$ cat config.mk
export PLATFORM = sky130hd
export DESIGN_NAME = game_session_ctrl
export DESIGN_NICKNAME = d
export VERILOG_FILES = /design/src/rtl/game_session_pkg.sv /design/src/rtl/game_score.sv /design/src/rtl/game_session_ctrl.sv
export SDC_FILE = /design/constraint.sdc
export NUM_CORES = 1
export LEC_CHECK = 0
export CAP_MARGIN = 20
export CORE_MARGIN = 10
export CORE_UTILIZATION = 50
export DETAILED_ROUTE_END_ITERATION = 12
export PLACE_DENSITY = 0.88
export SYNTH_ARGS = -nofsm -noshare
export SYNTH_HDL_FRONTEND = slang
export SYNTH_SLANG_ARGS = --single-unit
$ cat constraint.sdc
create_clock -name clk -period 4.8 [get_ports clk]
set_clock_uncertainty 0.2 [all_clocks]
set_input_delay 1.2 -clock clk [delete_from_list [all_inputs] [get_ports clk]]
set_output_delay 1.2 -clock clk [all_outputs]
set_load 0.05 [all_outputs]
$ cat src/rtl/game_session_pkg.sv
// Shared types and constants for the game session controller and its score path.
package game_session_pkg;

    typedef enum logic [2:0] {
        StIdle       = 3'd0,
        StReady      = 3'd1,
        StPlay       = 3'd2,
        StEatFreeze  = 3'd3,
        StDying      = 3'd4,
        StLevelClear = 3'd5,
        StGameOver   = 3'd6
    } state_e;

    localparam int unsigned PTS_PELLET      = 10;
    localparam int unsigned PTS_POWER       = 50;
    localparam int unsigned PTS_GHOST_BASE  = 200;
    localparam int unsigned CHAIN_MAX       = 3;

    localparam int unsigned GHOST_ANIM_DIV  = 8;
    localparam int unsigned PELLET_ANIM_DIV = 16;
    localparam int unsigned ANIM_CNT_W      = 4;

    localparam int unsigned TIMER_W         = 16;

endpackage

$ cat src/rtl/game_score.sv
// Saturating score accumulator with ghost eat-chain tracking and one-shot extra-life detect.
module game_score
    import game_session_pkg::*;
#(
    parameter int unsigned SCORE_W          = 18,
    parameter int unsigned EXTRA_LIFE_SCORE = 10000
) (
    input  logic               clk_i,
    input  logic               rst_i,
    input  logic               clear_i,
    input  logic               add_pellet_i,
    input  logic               add_power_i,
    input  logic               add_ghost_i,
    input  logic               chain_clear_i,
    output logic [SCORE_W-1:0] score_o,
    output logic [1:0]         eat_chain_o,
    output logic               extra_life_o
);

    localparam logic [SCORE_W:0] ExtraThr = (SCORE_W+1)'(EXTRA_LIFE_SCORE);

    logic [SCORE_W-1:0] score_q, score_d;
    logic [1:0]         chain_q, chain_d;
    logic               extra_done_q;
    logic [SCORE_W:0]   add_w, sum_w;

    always_comb begin
        add_w = '0;
        if (add_pellet_i) add_w = add_w + (SCORE_W+1)'(PTS_PELLET);
        if (add_power_i)  add_w = add_w + (SCORE_W+1)'(PTS_POWER);
        if (add_ghost_i)  add_w = add_w + ((SCORE_W+1)'(PTS_GHOST_BASE) << chain_q);
        // One spare bit catches the carry so the score clamps instead of wrapping.
        sum_w   = {1'b0, score_q} + add_w;
        score_d = sum_w[SCORE_W] ? '1 : sum_w[SCORE_W-1:0];

        chain_d = chain_q;
        if (chain_clear_i) begin
            chain_d = '0;
        end else if (add_ghost_i && chain_q != 2'(CHAIN_MAX)) begin
            chain_d = chain_q + 2'd1;
        end
    end

    assign extra_life_o = !extra_done_q && ({1'b0, score_q} >= ExtraThr);

    always_ff @(posedge clk_i) begin
        if (rst_i || clear_i) begin
            score_q      <= '0;
            chain_q      <= '0;
            extra_done_q <= 1'b0;
        end else begin
            score_q <= score_d;
            chain_q <= chain_d;
            if (extra_life_o) extra_done_q <= 1'b1;
        end
    end

    assign score_o     = score_q;
    assign eat_chain_o = chain_q;

endmodule

$ cat src/rtl/game_session_ctrl.sv
// Top-level session lifecycle controller: lives, levels, pellets, ghost eats and pause timing.
// Define HISCORE_EN to add the hi_score output.
module game_session_ctrl
    import game_session_pkg::*;
#(
    parameter int unsigned N_GHOSTS         = 4,
    parameter int unsigned TOTAL_PELLETS    = 244,
    parameter int unsigned START_LIVES      = 3,
    parameter int unsigned MAX_LIVES        = 5,
    parameter int unsigned EXTRA_LIFE_SCORE = 10000,
    parameter int unsigned SCORE_W          = 18,
    parameter int unsigned READY_TICKS      = 120,
    parameter int unsigned EAT_TICKS        = 60,
    parameter int unsigned DEATH_TICKS      = 90,
    parameter int unsigned CLEAR_TICKS      = 120
) (
    input  logic                clk,
    input  logic                rst,
    input  logic                start,
    input  logic                pellet_eaten,
    input  logic                power_eaten,
    input  logic [N_GHOSTS-1:0] ghost_hit,
    input  logic [N_GHOSTS-1:0] ghost_fright,
    output logic [N_GHOSTS-1:0] ghost_eat,
    output logic [2:0]          state,
    output logic                pause,
    output logic                reset_players,
    output logic [2:0]          lives,
    output logic [7:0]          level,
    output logic [SCORE_W-1:0]  score,
    output logic [8:0]          pellets_left,
    output logic [1:0]          eat_chain,
    output logic                ghost_anim,
    output logic                pellet_anim
`ifdef HISCORE_EN
    ,
    output logic [SCORE_W-1:0]  hi_score
`endif
);

    localparam logic [TIMER_W-1:0] ReadyLoad = TIMER_W'(READY_TICKS - 1);
    localparam logic [TIMER_W-1:0] EatLoad   = TIMER_W'(EAT_TICKS - 1);
    localparam logic [TIMER_W-1:0] DeathLoad = TIMER_W'(DEATH_TICKS - 1);
    localparam logic [TIMER_W-1:0] ClearLoad = TIMER_W'(CLEAR_TICKS - 1);

    state_e                state_q, state_d;
    logic [TIMER_W-1:0]    timer_q, timer_d;
    logic [2:0]            lives_q, lives_d, lives_bump;
    logic [7:0]            level_q, level_d;
    logic [8:0]            pellets_q, pellets_d, pellets_sub;
    logic [N_GHOSTS-1:0]   ghost_eat_q, eat_d, lethal, edible, eat_onehot;
    logic                  pause_q, reset_players_q, timer_done;
    logic                  new_game, add_pellet, add_power, add_ghost, chain_clear, extra_life;
    logic [1:0]            pellet_dec;
    logic [ANIM_CNT_W-1:0] ghost_cnt_q, pellet_cnt_q;
    logic                  ghost_anim_q, pellet_anim_q;
    logic [SCORE_W-1:0]    score_w;

    assign lethal      = ghost_hit & ~ghost_fright;
    assign edible      = ghost_hit & ghost_fright;
    assign eat_onehot  = edible & (~edible + N_GHOSTS'(1));
    assign timer_done  = (timer_q == '0);
    assign pellet_dec  = {1'b0, pellet_eaten} + {1'b0, power_eaten};
    assign pellets_sub = (pellets_q > 9'(pellet_dec)) ? pellets_q - 9'(pellet_dec) : '0;
    assign lives_bump  = (extra_life && lives_q < 3'(MAX_LIVES)) ? lives_q + 3'd1 : lives_q;

    always_comb begin
        state_d     = state_q;
        timer_d     = timer_done ? '0 : timer_q - TIMER_W'(1);
        lives_d     = lives_bump;
        level_d     = level_q;
        pellets_d   = pellets_q;
        eat_d       = '0;
        new_game    = 1'b0;
        add_pellet  = 1'b0;
        add_power   = 1'b0;
        add_ghost   = 1'b0;
        chain_clear = 1'b0;
        case (state_q)
            StIdle, StGameOver: begin
                if (start) begin
                    new_game  = 1'b1;
                    lives_d   = 3'(START_LIVES);
                    level_d   = 8'd1;
                    pellets_d = 9'(TOTAL_PELLETS);
                    state_d   = StReady;
                    timer_d   = ReadyLoad;
                end
            end
            StReady: if (timer_done) state_d = StPlay;
            StPlay: begin
                // Death outranks eating, which outranks pellet scoring.
                if (|lethal) begin
                    state_d = StDying;
                    timer_d = DeathLoad;
                end else if (|edible) begin
                    eat_d     = eat_onehot;
                    add_ghost = 1'b1;
                    state_d   = StEatFreeze;
                    timer_d   = EatLoad;
                end else begin
                    add_pellet  = pellet_eaten;
                    add_power   = power_eaten;
                    chain_clear = power_eaten;
                    pellets_d   = pellets_sub;
                    if (pellets_q == '0) begin
                        state_d = StLevelClear;
                        timer_d = ClearLoad;
                    end
                end
            end
            StEatFreeze: if (timer_done) state_d = StPlay;
            StDying: begin
                if (timer_done) begin
                    if (lives_q == 3'd1) begin
                        lives_d = '0;
                        state_d = StGameOver;
                    end else begin
                        lives_d = lives_bump - 3'd1;
                        state_d = StReady;
                        timer_d = ReadyLoad;
                    end
                end
            end
            StLevelClear: begin
                if (timer_done) begin
                    level_d     = (level_q == 8'hFF) ? level_q : level_q + 8'd1;
                    pellets_d   = 9'(TOTAL_PELLETS);
                    chain_clear = 1'b1;
                    state_d     = StReady;
                    timer_d     = ReadyLoad;
                end
            end
            default: state_d = StIdle;
        endcase
    end

    always_ff @(posedge clk) begin
        if (rst) begin
            state_q         <= StIdle;
            timer_q         <= '0;
            lives_q         <= 3'(START_LIVES);
            level_q         <= 8'd1;
            pellets_q       <= 9'(TOTAL_PELLETS);
            ghost_eat_q     <= '0;
            pause_q         <= 1'b1;
            reset_players_q <= 1'b1;
        end else begin
            state_q         <= state_d;
            timer_q         <= timer_d;
            lives_q         <= lives_d;
            level_q         <= level_d;
            pellets_q       <= pellets_d;
            ghost_eat_q     <= eat_d;
            pause_q         <= (state_d != StPlay);
            reset_players_q <= (state_d == StIdle) || (state_d == StReady);
        end
    end

    // Ghost frames advance only while unpaused; pellet blink runs only in PLAY.
    always_ff @(posedge clk) begin
        if (rst) begin
            ghost_cnt_q   <= '0;
            ghost_anim_q  <= 1'b0;
            pellet_cnt_q  <= '0;
            pellet_anim_q <= 1'b1;
        end else begin
            if (!pause_q) begin
                if (ghost_cnt_q == ANIM_CNT_W'(GHOST_ANIM_DIV - 1)) begin
                    ghost_cnt_q  <= '0;
                    ghost_anim_q <= ~ghost_anim_q;
                end else begin
                    ghost_cnt_q <= ghost_cnt_q + ANIM_CNT_W'(1);
                end
            end
            if (state_d != StPlay) begin
                pellet_cnt_q  <= '0;
                pellet_anim_q <= 1'b1;
            end else if (pellet_cnt_q == ANIM_CNT_W'(PELLET_ANIM_DIV - 1)) begin
                pellet_cnt_q  <= '0;
                pellet_anim_q <= ~pellet_anim_q;
            end else begin
                pellet_cnt_q <= pellet_cnt_q + ANIM_CNT_W'(1);
            end
        end
    end

    game_score #(
        .SCORE_W          (SCORE_W),
        .EXTRA_LIFE_SCORE (EXTRA_LIFE_SCORE)
    ) u_score (
        .clk_i         (clk),
        .rst_i         (rst),
        .clear_i       (new_game),
        .add_pellet_i  (add_pellet),
        .add_power_i   (add_power),
        .add_ghost_i   (add_ghost),
        .chain_clear_i (chain_clear),
        .score_o       (score_w),
        .eat_chain_o   (eat_chain),
        .extra_life_o  (extra_life)
    );

`ifdef HISCORE_EN
    logic [SCORE_W-1:0] hi_score_q;

    always_ff @(posedge clk) begin
        if (rst) begin
            hi_score_q <= '0;
        end else if (score_w > hi_score_q) begin
            hi_score_q <= score_w;
        end
    end

    assign hi_score = hi_score_q;
`else
    // Best-score tracking is left to the downstream score path in this build.
`endif

    assign state         = state_q;
    assign pause         = pause_q;
    assign reset_players = reset_players_q;
    assign lives         = lives_q;
    assign level         = level_q;
    assign score         = score_w;
    assign pellets_left  = pellets_q;
    assign ghost_eat     = ghost_eat_q;
    assign ghost_anim    = ghost_anim_q;
    assign pellet_anim   = pellet_anim_q;

endmodule
==> metrics, run 1 <==
Max Fclk=around 220 MHz; WP data required=4.83 ns; H-tree depth=3; register area share after synthesis=0.332; Reg2Reg Setup Slack=about 0.57 ns; global route overflow=0; Buffers on Ports=63; synthesis-to-layout area growth=31.4%; Hold Path Class=reg -> reg; number of global-route vias before repair=around 4,400; DRT antenna net count=0; Slew Limit Fails=0; Setup CP Type=in -> reg; Synth Area in Adders=0.0934; worst-margin pin slew=~0.65 ns; commonest non-fill, non-tap cell in the layout=dfxtp_1; CTS Buf Count=9; Cell Pwr Density=approximately 260 nW/um2; VDD IR max=around 0.15 mV; DRT iter0 DRCs=between 400 and 500; Root Buffer=clkbuf_8; mux cell area share after synthesis=0.0199; ANT cells=0; Syn Std Cell Area=roughly 4600 um2; final setup fails=0; Post-Synth Simple-Gate Area=0.271; Worst setup startpoint=ghost_fright[1]; slew margin rel.=0.568; DP Wirelength=~9500 um; status=finished, final reports clean; Syn Area/Cell=between 8 and 9 um2; synth unique cells=a little under 70; total of warnings raised by yosys=0; CTS Buffer Depth=2; DRC Markers=0; share of post-route cells with drive strength above 1=0.162; Global Route Usage Sum=0.186; Hold Vio Cnt, Final=0; Worst EP arrival=between 4 and 5 ns; Die Height=between 100 and 150 um; Power Total=between 1500 and 2000 uW; Crit. End Element=flop; die area=13,400 um2; Routed WL per cell=17.6 um; asr flop ratio synth=0; hold path startpoint=pellet_cnt_q[0]$_SDFF_PP0_; CTS tree=built; Post-DP Area=between 5000 and 6000 um2; crit-path max FO=4; Hold EP=pellet_cnt_q[0]$_SDFF_PP0_; MaxCap Viol Count=0; # rows=34; commonest cells after routing, fill and taps aside=dfxtp_1 (76), nor2_1 (65), clkdlybuf4s50_1 (55); Setup crit start kind=primary input; Final #Nets=700; r2r startpoint=state[1]$_SDFF_PP0_; unrepaired setup endpoints after global routing=no; synthesized netlist cell count=~550; Hold Path Stages=1; Fillers=660; Clock Latency Late Sink=about 0.37 ns; Clock transition at path regs=0.08 ns; total number of vias=about 4,700; Post-synth EDFFs=0; Post-Route WL=between 10,000 and 15,000 um; post-synthesis xor/xnor area fraction=0.0765; Core Area=a little under 9000 um2; Initial Utilization=0.520; largest net degree at the start of global routing=28; global-route wire length before repair=roughly 21,000 um; # IOs=64; R2R Path End=u_score.score_o[16]$_SDFF_PP0_; R2R depth=17; Leak=approximately 0.0025 uW; syn nets=~590; ys flop type=dfxtp_1; area of the multi-input gates=slightly above 3000 um2; period utilisation layout=0.952; DRT Pass-1 Iters=6; FF+latch area=1520 um2; largest family of logic cells by synthesized area=simple AND/OR/NAND/NOR gates; final std cell area, no fill=roughly 6000 um2; complex-gate fraction of the synthesized area=0.179; Vias/cell=around 6.1; antenna violations before repair=0; crit path time final=4.57 ns; Die W=between 100 and 150 um; clk sinks=76; routability cong.=0.908; synthesized flop and latch total=76
## what timing repair did
action | 4_1_cts | 5_1_grt
buffers inserted | 3 | 3
gates cloned | 0 | 1
gates resized for setup | 3 | 39
hold buffers | 0 | 0
pin swaps | 5 | 18
setup endpoints to repair | 18 | 18
## power by group
group | switching (uW) | internal [uW] | leakage [uW] | total [uW]
Combinational | 200 | 132 | 0.00174 | 333
Sequential | 37.4 | 657 | 0.000615 | 694
Clock | 275 | 248 | 0.0000984 | 523
Total | 513 | 1040 | 0.00245 | 1550
## per-layer routing
metal | track usage | up-vias | share of wire
met4 | 0.0767 | 0 | 0.031
met5 | 0 | - | 0
met2 | 0.323 | 229 | 0.50
met3 | 0.0408 | 54 | 0.069
li1 | - | 2183 | -
met1 | 0.219 | 2233 | 0.40
## worst max-delay path by stage
stage          depth (start not counted)  slack, ns                         endpoint
6_report                              19       0.23   u_score.score_o[16]$_SDFF_PP0_
5_1_grt                               18       0.04    u_score.score_o[5]$_SDFF_PP0_
4_1_cts                               20       0.03  u_score.score_o[0]$_SDFFE_PP0P_
3_5_place_dp                          18      -0.44   u_score.score_o[17]$_SDFF_PP0_
3_3_place_gp                          18      -0.21   u_score.score_o[17]$_SDFF_PP0_
2_1_floorplan                         18       0.04   u_score.score_o[10]$_SDFF_PP0_
## synth_stat cells (3+ instances only)
cell type  number  area [um2]
dfxtp_1        76        1520
nor2_1         66         248
nand2_1        44         165
a21oi_1        41         205
ha_1           31         388
o21ai_0        27         135
xnor2_1        24         210
nor3_1         23         115
inv_1          19        71.3
nand3_1        19        95.1
xor2_1         16         140
and3_1         12        75.1
clkbuf_1       10        37.5
nand2b_1        9        56.3
nor4_1          9        56.3
mux2i_1         8        80.1
a31oi_1         7        43.8
nor2b_1         7        43.8
or3_1           6        37.5
a211oi_1        5        37.5
o2111ai_1       5        43.8
o211ai_1        5        37.5
o31ai_1         5        37.5
a21o_1          4        30.0
nand3b_1        4        30.0
or2_2           4        25.0
a21boi_0        3        22.5
and2_1          3        18.8
buf_2           3        15.0
nor3_2          3        30.0
nor3b_1         3        22.5
nor4_4          3        63.8
## logic make-up after synthesis
family / after synthesis
adder cells (fa/ha/maj): 33
AO/OA/AOI/OAI: 124
multiplexers: 9
flip-flops: 76
XOR/XNOR: 40
buffers and inverters: 33
AND/OR/NAND/NOR: 233
## state kept, by name (all words and copies together) (netlist names)
| register | cells |
|---|---|
| ghost_anim | 1 |
| ghost_cnt_q | 4 |
| ghost_eat | 4 |
| level | 8 |
| lives | 3 |
| pause | 1 |
| pellet_anim | 1 |
| pellet_cnt_q | 4 |
| pellets_left | 9 |
| reset_players | 1 |
| state | 3 |
| timer_q | 16 |
| u_score.eat_chain_o | 2 |
| u_score.extra_done_q | 1 |
| u_score.score_o | 18 |
## metrics by stage
stage / instances / utilization / hold slack (ns) / TNS [ns] / setup WS, ns
3_5_place_dp: 744 / 0.634 / 0.264 / -7.37 / -0.438
4_1_cts: 763 / 0.661 / 0.276 / 0 / 0.0274
6_report: 767 / 0.684 / 0.274 / 0 / 0.232
5_1_grt: 767 / 0.684 / 0.289 / 0 / 0.0432
3_3_place_gp: 744 / 0.634 / 0.234 / -3.16 / -0.212
2_1_floorplan: 548 / - / 0.230 / 0 / 0.0447
## worst max-delay path, cell delays in order
cell,delay (ns)
dlymetal6s2s_1,0.18
a22oi_2,0.21
nand3_2,0.10
buf_4,0.15
nor3_2,0.13
and2_4,0.19
ha_4,0.15
nor2_1,0.05
nor4_1,0.25
o22ai_1,0.17
buf_4,0.17
mux2i_1,0.31
ha_1,0.35
o21a_1,0.14
o311ai_1,0.11
o211ai_1,0.28
buf_4,0.22
a31oi_1,0.16
a211oi_1,0.06
## area by class of cell
type,instances,share of cell area
multi-input cells,439,0.513
flip-flops and latches,76,0.253
repair buffers,108,0.165
well taps,108,0.0224
clock buffers,9,0.0206
clock inverters,7,0.0137
inverters,20,0.0125
Power figures use the tool's default switching activity.
==> run 2: changes to the inputs <==
ABC_AREA = 1   (was unset)
CORE_UTILIZATION = 51   (was 50)
PLACE_DENSITY = 0.89   (was 0.88)
==> metrics, run 2 <==
status=finished, final reports clean; commonest cells after routing, fill and taps aside=nand2_1 (123), inv_1 (94), nor2_1 (82); VDD IR max=roughly 0.28 mV; Setup CP Type=in -> reg; MaxCap Viol Count=0; ANT cells=0; synth unique cells=44; syn nets=740; global route overflow=0; Yosys top cell by area=dfxtp_1; R2R depth=22; # rows=35; # IOs=64; Syn Area/Cell=around 7 um2; largest net degree at the start of global routing=19; Core Area=between 9000 and 10,000 um2; global-route wire length before repair=around 20,000 um; ys flop type=dfxtp_1; Hold Path Class=reg -> reg; unrepaired setup endpoints after global routing=yes; DP Wirelength=9110 um; Leak=between 0.002 and 0.003 uW; r2r startpoint=state[0]$_SDFF_PP0_; Post-synth top cells=nand2_1 (124), inv_1 (94), nor2_1 (84), dfxtp_1 (76), a21oi_1 (53); Final #Nets=between 800 and 900; Routed WL per cell=approximately 13 um; slew margin rel.=0.525; total number of vias=4,837; CTS tree=built; top post-synthesis cells by area=dfxtp_1 (31%), nand2_1 (9.6%), ha_1 (8.0%); Hold Vio Cnt, Final=0; Global Route Usage Sum=0.166; DRC Markers=0; cts hold-fix bufs=0; die area=roughly 14,000 um2; synthesized netlist cell count=between 600 and 700; Reg2Reg Setup Slack=about 1.1 ns; slowest CP cell=clkdlybuf4s50_1; worst-margin pin slew=between 0.7 and 0.8 ns; DRT antenna net count=0; Buffers on Ports=63; area of the multi-input gates=around 3000 um2; commonest non-fill, non-tap cell in the layout=nand2_1; Post-Route WL=approximately 12,000 um; Max Fclk=219 MHz; Worst EP arrival=4.66 ns; antenna violations before repair=0; Die W=roughly 120 um; clk sinks=76; final setup fails=0; DRT iter0 DRCs=approximately 350; Synth top area share=0.313; Initial Utilization=0.524; Post-DP Area=about 5800 um2; Hold Path Stages=2; final std cell area, no fill=~6000 um2; wire length on met3=around 1100 um; Hold EP=u_score.score_o[0]$_SDFFE_PP0P_; Cell Pwr Density=about 360 nW/um2; WP data required=about 4.9 ns; highest metal used=met4; CTS Buf Count=9; share of post-route cells with drive strength above 1=0.121; Power Total=about 2200 uW; DRT Pass-1 Iters=5; Clock Latency Late Sink=0.35 ns; routability cong.=0.983; Worst setup startpoint=ghost_fright[0]; R2R Path End=u_score.score_o[14]$_SDFF_PP0_; total of warnings raised by yosys=0; Syn Std Cell Area=4860 um2; hold path startpoint=u_score.score_o[0]$_SDFFE_PP0P_; count leader, synth=nand2_1; Fillers=811; max reg flops=18; number of global-route vias before repair=4,436; metal2 WL=approximately 5500 um; asr flop ratio synth=0; register area share after synthesis=0.313; WP buf/inv=5; FF+latch area=around 1500 um2; Post-synth EDFFs=0; Root Buffer=clkbuf_8; Crit. End Element=flop; period utilisation layout=0.953; met1 WL=approximately 5500 um; H-tree depth=3; crit path time final=about 4.6 ns; Clock transition at path regs=0.08 ns; synthesis-to-layout area growth=24.3%; Slew Limit Fails=0; Die Height=between 100 and 150 um; Setup crit start kind=primary input; Vias/cell=around 5.3; Top delay family on crit path=simple AND/OR/NAND/NOR gates; crit-path max FO=5; Worst path depth=26; CTS Buffer Depth=2; CP peak stage delay=around 0.48 ns; most frequent cell on the critical path=nand2_1; synthesized flop and latch total=76
## run 2: worst register-to-register path: cells and delay by family (launching register included)
kind                       cells  cell delay [ns]
DFF                            1             0.37
AOI/OAI and AO/OA              3             0.50
adders and majority gates      3             0.71
buffers and inverters          3             0.35
and+or+nand+nor               13             1.53
## run 2: final cells by class
class / instances / area share
Clock buffer: 11 / 0.0250
Inverter: 100 / 0.0621
Clock inverter: 4 / 0.00807
Timing Repair Buffer: 83 / 0.129
Multi-Input combinational cell: 511 / 0.498
Sequential cell: 76 / 0.252
Tap cell: 129 / 0.0267
## run 2: per-layer routing
layer,global-route usage,up-vias
met2,0.263,183
met5,0,-
met1,0.209,2209
met4,0.0456,0
li1,-,2430
met3,0.0556,15
## run 2: how the worst max path moves through the flow
stage	end	slack [ns]
after detailed placement	u_score.score_o[17]$_SDFF_PP0_	-0.17
final	u_score.score_o[14]$_SDFF_PP0_	0.22
after floorplan	u_score.score_o[1]$_SDFF_PP0_	0.49
after global placement	u_score.score_o[17]$_SDFF_PP0_	0.05
after CTS	u_score.score_o[17]$_SDFF_PP0_	0.17
after global routing	u_score.score_o[16]$_SDFF_PP0_	-0.08
## run 2: repair_timing
action	CTS	global route
setup buffers	0	2
resized for setup	0	18
hold endpoints to repair	0	0
setup endpoints to repair	0	18
## run 2: cells by family after synthesis
| group | Yosys count | share of synthesized area |
|---|---|---|
| xor gates and xnor gates | 35 | 0.0630 |
| DFF | 76 | 0.313 |
| AOI/OAI and AO/OA | 120 | 0.139 |
| adders and majority gates | 33 | 0.0880 |
| buffers and inverters | 108 | 0.0849 |
| and+or+nand+nor | 322 | 0.312 |
## run 2: where the power goes
group          switching (uW)  internal (uW)
clock network             239            265
logic                     594            307
registers                73.5            705
## run 2: per-stage QoR
step	std cells	worst slack, ns	TNS [ns]	util	hold slack [ns]
detailed placement	896	-0.168	-2.08	0.620	0.241
global placement	896	0.0481	0	0.620	0.229
global route	914	-0.0759	-0.166	0.651	0.274
CTS	911	0.169	0	0.641	0.254
floorplan	694	0.485	0	-	0.218
finish	914	0.224	0	0.651	0.250
